[config.mk]
export PLATFORM = sky130hd
export DESIGN_NAME = syn_gpu_pxl_blend
export DESIGN_NICKNAME = d
export VERILOG_FILES = /design/src/rtl/syn_gpu_pxl_blend.sv
export SDC_FILE = /design/constraint.sdc
export NUM_CORES = 1
export LEC_CHECK = 0
export ABC_AREA = 1
export CORE_AREA = 2 2 87 73
export DETAILED_ROUTE_END_ITERATION = 16
export DIE_AREA = 0 0 89 75
export HOLD_SLACK_MARGIN = 0.06
export PLACE_DENSITY = 0.81
export SLEW_MARGIN = 20
export SYNTH_ARGS = -nofsm -noshare
export SYNTH_HDL_FRONTEND = slang
export SYNTH_SLANG_ARGS = --single-unit
[constraint.sdc]
create_clock -name clk_ir -period 7.4 [get_ports clk_ir]
set_input_delay 2.22 -clock clk_ir [delete_from_list [all_inputs] [get_ports clk_ir]]
set_output_delay 2.22 -clock clk_ir [all_outputs]
set_load 0.01 [all_outputs]
[src/rtl/syn_gpu_pxl_blend.sv]
// Alpha-blend stage in front of the GPU pixel gateway: read-modify-write for translucent pixels.
// Optional read-return timeout enabled by defining SYN_GPU_PXL_BLEND_RD_TMO_EN.
module syn_gpu_pxl_blend #(
  parameter int P_X_W      = 10,
  parameter int P_Y_W      = 9,
  parameter int P_CANVAS_W = 640,
  parameter int P_CANVAS_H = 480,
  parameter int P_H_W      = 3,
  parameter int P_S_W      = 2,
  parameter int P_I_W      = 3,
  parameter int P_RD_TMO   = 64,
  localparam int P_PXL_W   = P_H_W + P_S_W + P_I_W
) (
  input  logic               clk_ir,
  input  logic               rst_sync,
  input  logic               in_valid,
  output logic               in_ready,
  input  logic [P_PXL_W-1:0] in_pxl,
  input  logic [3:0]         in_alpha,
  input  logic [P_X_W-1:0]   in_posx,
  input  logic [P_Y_W-1:0]   in_posy,
  output logic [P_PXL_W-1:0] gw_pxl,
  output logic               gw_wr_valid,
  output logic               gw_rd_valid,
  output logic [P_X_W-1:0]   gw_posx,
  output logic [P_Y_W-1:0]   gw_posy,
  input  logic               gw_ready,
  input  logic               rd_valid,
  input  logic [P_PXL_W-1:0] rd_pxl,
  output logic               busy,
  output logic               err_rd_tmo
);

  typedef enum logic [1:0] {ST_IDLE, ST_RD_REQ, ST_RD_WAIT, ST_WR_REQ} state_t;

  localparam int BW    = P_I_W + 5;
  localparam int HS_W  = P_H_W + P_S_W;
  localparam logic [P_X_W-1:0] CANVAS_W_L = P_X_W'(P_CANVAS_W);
  localparam logic [P_Y_W-1:0] CANVAS_H_L = P_Y_W'(P_CANVAS_H);

  state_t             state;
  logic [P_PXL_W-1:0] job_pxl;
  logic [3:0]         job_alpha;

  logic [BW-1:0]      i_old_w, i_new_w, a_w, a_inv_w, i_sum;
  logic [P_PXL_W-1:0] blend_pxl;
  logic               job_drop;

  // NOTE: always_comb gives every output a value on every path first, so no latch is inferred.
  always_comb begin
    i_old_w   = BW'(rd_pxl[P_I_W-1:0]);
    i_new_w   = BW'(job_pxl[P_I_W-1:0]);
    a_w       = BW'(job_alpha);
    a_inv_w   = BW'(16) - a_w;
    i_sum     = i_old_w * a_inv_w + i_new_w * a_w + BW'(8);
    blend_pxl = {rd_pxl[P_PXL_W-1:P_I_W], i_sum[P_I_W+3:4]};
    // Opacity of one half or more takes hue and saturation from the new pixel.
    if (job_alpha >= 4'd8) blend_pxl[P_PXL_W-1:P_I_W] = job_pxl[P_PXL_W-1:P_I_W];
  end

  assign job_drop = (in_alpha == 4'd0) || (in_posx >= CANVAS_W_L) || (in_posy >= CANVAS_H_L);
  assign busy     = (state != ST_IDLE);

`ifdef SYN_GPU_PXL_BLEND_RD_TMO_EN
  localparam int TMO_W = $clog2(P_RD_TMO) + 1;
  logic [TMO_W-1:0] tmo_cnt;
`else
  assign err_rd_tmo = 1'b0;
`endif

  // NOTE: sequential state uses non-blocking assignments so every register samples pre-edge values.
  always_ff @(posedge clk_ir) begin
    if (rst_sync) begin
      state       <= ST_IDLE;
      in_ready    <= 1'b1;
      job_pxl     <= '0;
      job_alpha   <= '0;
      gw_pxl      <= '0;
      gw_wr_valid <= 1'b0;
      gw_rd_valid <= 1'b0;
      gw_posx     <= '0;
      gw_posy     <= '0;
`ifdef SYN_GPU_PXL_BLEND_RD_TMO_EN
      tmo_cnt     <= '0;
      err_rd_tmo  <= 1'b0;
`endif
    end else begin
      case (state)
        ST_IDLE: begin
          if (in_valid) begin
            job_pxl   <= in_pxl;
            job_alpha <= in_alpha;
            if (!job_drop) begin
              in_ready <= 1'b0;
              gw_posx  <= in_posx;
              gw_posy  <= in_posy;
              if (in_alpha == 4'd15) begin
                state       <= ST_WR_REQ;
                gw_pxl      <= in_pxl;
                gw_wr_valid <= 1'b1;
              end else begin
                state       <= ST_RD_REQ;
                gw_rd_valid <= 1'b1;
              end
            end
          end
        end
        ST_RD_REQ: begin
          if (gw_ready) begin
            gw_rd_valid <= 1'b0;
            state       <= ST_RD_WAIT;
`ifdef SYN_GPU_PXL_BLEND_RD_TMO_EN
            tmo_cnt     <= '0;
`endif
          end
        end
        ST_RD_WAIT: begin
          if (rd_valid) begin
            gw_pxl      <= blend_pxl;
            gw_wr_valid <= 1'b1;
            state       <= ST_WR_REQ;
          end
`ifdef SYN_GPU_PXL_BLEND_RD_TMO_EN
          else if (tmo_cnt == TMO_W'(P_RD_TMO - 1)) begin
            err_rd_tmo <= 1'b1;
            state      <= ST_IDLE;
            in_ready   <= 1'b1;
            gw_posx    <= '0;
            gw_posy    <= '0;
          end else begin
            tmo_cnt <= tmo_cnt + 1'b1;
          end
`endif
        end
        ST_WR_REQ: begin
          if (gw_ready) begin
            gw_wr_valid <= 1'b0;
            state       <= ST_IDLE;
            in_ready    <= 1'b1;
            gw_posx     <= '0;
            gw_posy     <= '0;
          end
        end
        default: begin
          state    <= ST_IDLE;
          in_ready <= 1'b1;
        end
      endcase
    end
  end

  logic unused_hs;
  assign unused_hs = ^HS_W;

endmodule

After elaboration in Yosys (flattened, before gate mapping). Index checks and enable logic that the tools add are counted.

Reduce and logical (&&, ||, !) cells: 15. Shift-type cells: 0. Bitwise gates (word level): 0. Div/mod/pow operators: 0. Magnitude comparators: 3. Add/subtract/negate cells: 3. Equality and inequality tests: 11. Multiply operators: 2. Multiplexer cells: 35.

Operators by type and width (count): 2-to-1 mux 8 bit (4); 2-to-1 mux 10 bit (3); 2-to-1 mux 9 bit (3); one-hot mux 10 bit (2 select lines) (1); one-hot mux 9 bit (2 select lines) (1); one-hot mux 8 bit (2 select lines) (1); AND reduction 5 bit (3); != test 2 bit (second input constant) (7); 2-to-1 mux 2 bit (6); 2-to-1 mux 1 bit (11); greater-or-equal comparator 10 bit (second input constant) (1); greater-or-equal comparator 9 bit (second input constant) (1); multiplier 3 x 8 -> 7 bit (1); one-hot mux 2 bit (4 select lines) (1); nonzero test 2 bit (4); adder 7 x 4 -> 7 bit (second input constant) (1); adder 7 bit (1); multiplier 3 x 4 -> 7 bit (1); AND reduction 6 bit (1); subtractor 5 x 4 -> 6 bit (first input constant) (1); 2-to-1 mux 5 bit (1); equality test 2 bit (second input constant) (2); equality test 4 bit (second input constant) (1); greater-or-equal comparator 4 bit (second input constant) (1); 9 further kinds (11).

Input port bits: 44. Latch bits: 0. Memories kept: 0. ROM bits: 0. Bits in writable memories: 0. Bits in registers: 44.

Longest topological paths before layout.
Word-level depth: 6. Gate-level depth with buffers: 20. Mapped depth without buffers: 20.

Least setup slack after synthesis. Ideal clock, no wire load.

Path kind: in2reg. From: input rd_pxl[1]. To: register gw_pxl[0]. Arrival time: 5415 ps. Slack: 1866 ps. Buffers on the path: 0. Stages: 13. Required time: 7281 ps. Path through: inv_1 > nor2_1 > fa_1 > fa_1 > fa_1 > fa_1 > inv_1 > nor4_1 > fa_1 > nand2_1 > o21ai_0 > o21ai_1 > a21oi_1.

Word-level cells in the longest chain between the ends: 5.

RTL lines: start, declared (RTL line 29) `input logic [P_PXL_W-1:0] rd_pxl,`; multiplier 3 x 8 -> 7 bit (RTL line 55) `i_sum = i_old_w * a_inv_w + i_new_w * a_w + BW'(8);`; adder 7 bit (RTL line 55); adder 7 x 4 -> 7 bit (RTL line 55); 2-to-1 mux 8 bit (RTL line 118) `if (rd_valid) begin`; one-hot mux 8 bit (2 select lines) (RTL line 88) `case (state)`; end signal, assigned (RTL line 99) `gw_pxl <= in_pxl;`; end signal, assigned (RTL line 119) `gw_pxl <= blend_pxl;`; end, declared (RTL line 22) `output logic [P_PXL_W-1:0] gw_pxl,`.

No other way between the ends. The select of a mux whose other input is x is not followed. A chain may end at the register's enable or synchronous reset.

Worst setup path in the final report. Ends and elaborated chain as after synthesis.

==> out/qor.txt <==
R2R Setup Slk -> 2900 ps
Worst-Skew Late Latency -> 290 ps
I/O Pins -> 76
number of diodes -> 0
proportion of layout cells with a drive suffix above 1 -> 0.07834
Worst-Margin Slew -> 1033 ps
antenna violations before repair -> 0
FF-to-FF Start -> job_alpha[0]
H-tree depth -> 2
worst rel slew slack -> 0.3095
drt first pass iters -> 4
most used flip-flop cell after synthesis -> dfxtp_1
clk root buf -> clkbuf_8
largest area contributor in the netlist -> dfxtp_1
# clock sinks -> 44
global route total overflow -> 0
Static Leakage -> 1.610 nW
Synth area leaders -> dfxtp_1, fa_1, nand2_1, inv_1, ha_1
chip height -> 75 µm
setup bufs post-CTS -> 0
RSZ-0062 raised after global routing -> false
post-route clock period utilization -> 0.8105
fin area -> 3643 µm²
DR iter-0 viols -> 109
Pins Over Slew Limit -> 0
DP HPWL -> 5031 µm
GPL Wtd Cong -> 0.8492
fraction of registers with async set/reset -> 0
CTS Buf Count -> 5
max cap viols -> 0
layout overhead on the synthesized area -> 29.25%
HP Class -> reg2reg
register clock-pin slew on the reported worst setup and hold paths -> 80 ps
Core Region -> 5756 µm²
WHS Path Cells -> 2
final hold violations -> 0
Layout Cells excl Fill -> 515
number of synthesized flops with an enable pin -> 0
Routed Antenna Nets -> 0
num rows -> 25
f_max -> 166.7 MHz
status -> completed
crit start category -> primary input
Crit Path Class -> in2reg
first-pass GRT wire length -> 11050 µm
gr usage total -> 0.2115
YS warnings -> 0
filler instances -> 515
DP Area -> 3545 µm²
Setup TNS Final -> 0 ps
Netlist cell types -> 33
post-route minimum period -> 5998 ps
endpoints failing setup -> 0
R2R cell count -> 15
# DRC -> 0
via/cell ratio -> 4.951
hold_sp -> gw_pxl[7]
vias in the first global route -> 2402
Peak VDD IR -> 209.7 µV
routed wire length -> 6755 µm
WP data arrival -> 6160 ps
largest net degree at the start of global routing -> 24
Initial Utilization -> 0.4898
#FFs+latches synth -> 44
most instantiated cells after synthesis -> nand2_1, inv_1, dfxtp_1
CTS tree -> yes
Worst Path Max Fanout -> 3
skew final -> 8.405 ps
most frequent cell after synthesis -> nand2_1
Hold EP -> gw_pxl[7]
Die ar. -> 6675 µm²
worst-case clock buffer depth -> 2
Nets -> 508
hold-fix buffers at CTS -> 0
Gate Count Post-Synth -> 371
Netlist Area Pre-Place -> 2819 µm²
routed vias -> 2550
average cell area after synthesis -> 7.598 µm²
Seq/Total Area, Yosys -> 0.3125
WL/cell -> 13.12 µm
Placed Instances -> 509
Die X -> 89 µm
endpoint class of the critical path -> flop
Synth top area share -> 0.3125
r2r endpoint -> gw_pxl[0]
pwr dens -> 373.5 nW/µm²
cts repair resizes -> 0
CP required -> 7560 ps
syn_nets -> 444
Port Buffers -> 74
power by group:
group	internal [W]	total [W]	switching, W
logic	0.000351	0.000822	0.000471
clock network	0.0000970	0.000177	0.0000798
registers	0.000313	0.000362	0.0000493
cells in the final DEF (no fill, tap or decap), drive strengths merged, types with 2 or more instances in the layout:
cell	netlist	final
o21ai	32	32
ha	15	15
nand3	26	26
clkdlybuf4s50	0	74
o22ai	6	6
fa	14	14
nand4	4	4
nand2	69	69
inv	61	61
a21oi	44	44
xor2	2	2
dfxtp	44	44
clkbuf	5	5
nor2	29	29
layer usage:
metal / track usage / wire, µm / up-vias
met5: 0 / 0 / -
met4: 0.05307 / 96 / 0
met3: 0.05044 / 409 / 14
met2: 0.3499 / 3255 / 77
met1: 0.2824 / 2995 / 1153
li1: - / - / 1306
stage by stage:
| stage | hold slack [ps] | total power [W] | worst slack (ps) | util |
|---|---|---|---|---|
| global placement | 434.5 | 0.001141 | 1227 | 0.6159 |
| CTS | 449.8 | 0.001364 | 1424 | 0.6330 |
| global route | 466.3 | 0.001486 | 1133 | 0.6330 |
| finish | 447.0 | 0.001361 | 1402 | 0.6330 |
| floorplan | 467.7 | 0.0009489 | 1866 | - |
| detailed placement | 438.0 | 0.001178 | 1115 | 0.6159 |
critical path: stages:
cell	delay [ps]
clkdlybuf4s50_1	490
inv_1	80
nor2_1	130
fa_1	440
fa_1	470
fa_1	520
fa_1	560
inv_1	60
nor4_1	340
fa_1	470
nand2_1	70
o21ai_0	90
o21ai_1	160
a21oi_1	60
final cells by class:
| cell class | count | area, µm² | area share |
|---|---|---|---|
| multi-input cells | 248 | 1584 | 0.4348 |
| well taps | 81 | 101.3 | 0.02782 |
| flip-flops and latches | 44 | 880.8 | 0.2418 |
| repair buffers | 74 | 740.7 | 0.2033 |
| inverters | 62 | 237.7 | 0.06525 |
| clock inverters | 1 | 30.03 | 0.008242 |
| clock buffers | 5 | 68.82 | 0.01889 |
kinds of logic after synthesis:
group | synth area share
simple gates | 0.2095
compound gates | 0.1758
buf+inv | 0.1256
flops | 0.3125
fa+ha+maj | 0.1660
xor+xnor | 0.009323
other cells | 0.001330
registers in the layout, summed over array words and instances, names as in the netlist:
| signal | flops |
|---|---|
| gw_rd_valid | 1 |
| gw_posy | 9 |
| job_alpha | 4 |
| job_pxl | 8 |
| state | 2 |
| in_ready | 1 |
| gw_posx | 10 |
| gw_pxl | 8 |
| gw_wr_valid | 1 |
worst max path at each step:
stage | endpoint | start | slack [ps] | depth (start not counted)
floorplan | gw_pxl[0] | rd_pxl[1] | 1870 | 13
global placement | gw_pxl[0] | rd_pxl[1] | 1230 | 14
detailed placement | gw_pxl[0] | rd_pxl[1] | 1110 | 14
CTS | gw_pxl[0] | rd_pxl[1] | 1420 | 14
global route | gw_pxl[0] | rd_pxl[1] | 1130 | 14
finish | gw_pxl[0] | rd_pxl[1] | 1400 | 14
No activity file was read; power rests on OpenSTA's default activity.
